**config.mk**
```make
export PLATFORM = sky130hd
export DESIGN_NAME = tt_settle_timer
export DESIGN_NICKNAME = d
export VERILOG_FILES = /design/src/rtl/tt_settle_timer.sv
export SDC_FILE = /design/constraint.sdc
export NUM_CORES = 1
export LEC_CHECK = 0
export ABC_AREA = 0
export ABC_CLOCK_PERIOD_IN_PS = 1500
export BUFFER_PORTS_ARGS = -buffer_cell sky130_fd_sc_hd__buf_2
export CORE_AREA = 3 3 40 42
export CTS_CLUSTER_DIAMETER = 60
export DETAILED_ROUTE_END_ITERATION = 12
export DIE_AREA = 0 0 43 45
export GPL_TIMING_DRIVEN = 0
export PLACE_DENSITY_LB_ADDON = 0.05
export SYNTH_ARGS = -nofsm -noshare
export SYNTH_HDL_FRONTEND = slang
export SYNTH_SLANG_ARGS = --single-unit
```
**constraint.sdc**
```tcl
create_clock -name clk -period 1.5 [get_ports clk]
set_input_delay 0.075 -clock clk [delete_from_list [all_inputs] [get_ports clk]]
set_output_delay 0.075 -clock clk [all_outputs]
set_load 0.03 [all_outputs]
```
**src/rtl/tt_settle_timer.sv**
```systemverilog
// Per-minterm hold timer: reloaded with SETTLE, counts down to zero and then
// flags that the current minterm has settled long enough to be sampled.
module tt_settle_timer #(
    parameter int SETTLE = 1
) (
    input  logic clk,
    input  logic reset,
    input  logic load,
    output logic expire
);

    logic [3:0] cnt;

    always_ff @(posedge clk) begin
        if (reset) begin
            cnt <= 4'd0;
        end else if (load) begin
            cnt <= 4'(SETTLE);
        end else if (cnt != 4'd0) begin
            cnt <= cnt - 4'd1;
        end
    end

    assign expire = (cnt == 4'd0);

endmodule

```
* Word level (Yosys, flattened, before mapping)
Index checks and enable logic that the tools add are counted.
Cells by class: reductions and logical operators 4, muxes and demuxes 2, add/sub/neg operators 1
Operators with widths (count):
- $logic_not A4 Y1 | 1
- $reduce_bool A4 Y1 | 1
- $sub A4 B1 Y4 const B | 1
- $mux W1 | 2
- $reduce_bool A2 Y1 | 1
- $reduce_or A2 Y1 | 1
Storage, ports and cells: output and inout bits 1, input bits 3, logic and storage cells 9, register bits after elaboration 4

* Depth between registers and ports, before layout
depth after elaboration 3, depth in mapped cells 5, gate-level depth less buffers 5

* Least setup slack after synthesis
OpenSTA, ideal clock, no wires.
path kind register to register, from register cnt[0], to register cnt[1], stages on the path, launching flop included 6, path slack -0.023 ns, required time 1.397 ns, path buffers 0, clock period less this slack 1.523 ns, arrival time 1.419 ns, cells stage by stage dfxtp_1 inv_1 ha_1 nor3b_4 nor2b_1 a2111oi_2
Between the ends: longest elaborated chain between the ends 1, elaborated cells between the ends (all ways) 2, those cells by class add/sub: 1; reduce/logical: 1
Ends and longest elaborated chain:
- from (decl) | RTL line 12 | logic [3:0] cnt;
- from (signal assigned) | RTL line 18 | cnt <= 4'(SETTLE);
- from (signal assigned) | RTL line 20 | cnt <= cnt - 4'd1;
- $sub A4 B1 Y4 / $reduce_bool A4 Y1 (equally long branches) | RTL line 20, 19
Several ways; a longest one is shown, not always the timed one. A chain may end at the register's enable or synchronous reset.

* Worst setup path after layout
from register cnt[1], to output port expire
Between the ends: longest elaborated chain between the ends 1
Ends and longest elaborated chain:
- $logic_not A4 Y1 | RTL line 24 | assign expire = (cnt == 4'd0);
- to (decl) | RTL line 9 | output logic expire
No other way between the ends.

==> flow_summary.ini <==
[detailed_routing]
drt_iter0_markers = 2
ant_nets = 0
first_pass_iters = 2
drc = 0
routed_wl_um = 365
wire_per_inst_um = 8.90
via_per_inst = 3.76
vias = 154

[sta]
finalHoldViolCount = 0
worstMarginPinSlew_ns = 0.255
timing.final.crit_share_pct = 93.5
rsz0062_at_grt = no
fin_skew_ns = 0.000382
min_period_ns = 1.40
fmax_ghz = 0.713
max-slew-margin-rel_pct = 82.9
setup_viol = 0
maxSlewViolCount = 0
hold_ws_ns = 0.0751
fin_tns_setup_ns = 0

[place]
port_buffers = 3
gp_congestion = 0.672

[worst_setup_path]
worstSetupEndpointType = output pin
crit_buf_inv = 2
crit_cells = 4
start_kind = flop
crit_arrival_ns = 1.33
reg2reg_setup_slack_ns = 0.13
cp_top_family = flip-flops
worst_r2r_endpoint = cnt[1]$_SDFFE_PP0P_
slowest_delay_ns = 0.31
cp_slowest_cell = dfxtp_1
crit_chain = inv_2, ha_2, nor3b_4, buf_2
r2r_cells = 5
critPathRequiredTime_ns = 1.42
path_class = flop to output pin
timing.rr.start = cnt[1]$_SDFFE_PP0P_
path_max_fanout = 4

[final_layout]
layout_commonest_cell = dfxtp_1
largest_register = cnt
diodes = 0
drive_gt1_share_pct = 42.3
nFillCells = 143
largest_reg_flops = 4
reg.largest.list = cnt: 4 flops
layout_common_cells = dfxtp_1 (4), clkbuf_4 (3), buf_2 (3), inv_2 (2), nor3_1 (2)
fin_nets = 32
area_growth_pct = 29.0

[synth]
yosys_warnings = 0
syn_nets = 24
synthCells = 20
ys_types = 14
postSynthAreaPerCell_um2 = 10.1
syn_area_um2 = 203
synth_seq_cells = 4
ys_seq_area_share_pct = 39.5

[clocking]
ctsRootBufferMaster = clkbuf_4
tritoncts = yes
cts-buffers-inserted = 3
cts-hold-fix-buffers = 0
cts_setup_buffers = 0
clockBufferDepth = 2
clock_latency_ns = 0.23
cts.repair.resized = 0
clk_pin_slew_worst_paths_ns = 0.03
cts_max_level = 1
tritoncts_num_sinks = 4

[power_and_ir_drop]
power_frac_clock_pct = 36.5
switching_power_mw = 0.0959
swShare_pct = 27.6
power_frac_seq_pct = 35.9
p_int_mw = 0.251
p_leak_nw = 0.101
power_density_nw_per_um2 = 1330
p_comb_share_pct = 27.7
ir_worst_vdd_mv = 0.285

[run]
cap_violations = 0

[worst_hold_path]
hp-start = reset
hp-class = primary input to flop
whs_endpoint = cnt[1]$_SDFFE_PP0P_
hold_depth = 2

[floorplan]
floorplan.die_area_um2 = 1940
io_pins = 4
start_util_pct = 15.8
die_h_um = 45
core_um2 = 1280
die_w_um = 43
fp-row-count = 13

[global_routing]
grt_pass1_wl_um = 510
grt_max_degree = 5
track_usage_pct = 4.25
grt_overflow = 0
antenna_found_initial = 0
grt_pass1_vias = 134

[run_status]
outcome = completed
[metrics by stage]
stage          instance area, µm²  utilization, %  worst slack [ns]  instances  total power [mW]
2_1_floorplan                 205               -           0.00214         20             0.201
6_report                      262            20.4            0.0969         41             0.347
4_1_cts                       262            20.4            0.0737         41             0.359
3_3_place_gp                  239            18.6             0.101         38             0.224
3_5_place_dp                  239            18.6             0.120         38             0.223
5_1_grt                       262            20.4            0.0219         41             0.368
[worst max path at each step]
stage / slack [ns] / from / end
6_report: 0.1 / cnt[1]$_SDFFE_PP0P_ / expire
5_1_grt: 0.02 / cnt[1]$_SDFFE_PP0P_ / expire
4_1_cts: 0.07 / cnt[1]$_SDFFE_PP0P_ / expire
3_5_place_dp: 0.12 / cnt[1]$_SDFFE_PP0P_ / cnt[1]$_SDFFE_PP0P_
3_3_place_gp: 0.10 / cnt[1]$_SDFFE_PP0P_ / cnt[1]$_SDFFE_PP0P_
2_1_floorplan: 0.002 / cnt[1]$_SDFFE_PP0P_ / cnt[1]$_SDFFE_PP0P_
[logic make-up after synthesis]
group                      share of synthesized area (%)
AOI/OAI and AO/OA                                   13.6
xor gates and xnor gates                            4.32
adders and majority gates                           6.17
buffers and inverters                               5.56
DFF                                                 39.5
muxes                                               4.94
and+or+nand+nor                                     25.9
[cells in the mapped netlist]
| cell type | count | area share [%] |
|---|---|---|
| a2111oi_2 | 1 | 7.4 |
| a211oi_1 | 1 | 3.7 |
| a21oi_1 | 1 | 2.5 |
| dfxtp_1 | 4 | 40 |
| ha_1 | 1 | 6.2 |
| inv_1 | 3 | 5.6 |
| mux2i_1 | 1 | 4.9 |
| nand2b_1 | 1 | 3.1 |
| nand3b_1 | 1 | 3.7 |
| nor2_1 | 1 | 1.9 |
| nor2b_1 | 1 | 3.1 |
| nor3_1 | 2 | 4.9 |
| nor3b_4 | 1 | 9.3 |
| xnor2_1 | 1 | 4.3 |
[layer usage]
metal  vias to the layer above  global-route usage (%)  routed length [µm]
met5                         -                       0                   0
met4                         0                    7.23                   0
met3                         0                    1.59                  22
met2                         3                    4.79                 168
met1                        70                    4.59                 174
li1                         81                       -                   -
[power by group through the flow]
| stage | sequential, mW | clock (mW) | combinational, mW |
|---|---|---|---|
| 2_1_floorplan | 0.124 | 0 | 0.0765 |
| 3_3_place_gp | 0.126 | 0 | 0.0980 |
| 3_5_place_dp | 0.126 | 0 | 0.0972 |
| 4_1_cts | 0.125 | 0.137 | 0.0978 |
| 5_1_grt | 0.125 | 0.137 | 0.105 |
| 6_report | 0.124 | 0.127 | 0.0960 |
[final cells by class]
| class | count | area, µm² | share of cell area [%] |
|---|---|---|---|
| Timing Repair Buffer | 3 | 15.0 | 5.74 |
| Tap cell | 15 | 18.8 | 7.18 |
| Clock buffer | 3 | 22.5 | 8.61 |
| Inverter | 3 | 11.3 | 4.31 |
| Multi-Input combinational cell | 13 | 114 | 43.5 |
| Sequential cell | 4 | 80.1 | 30.6 |
(Power assumes the default switching activity.)
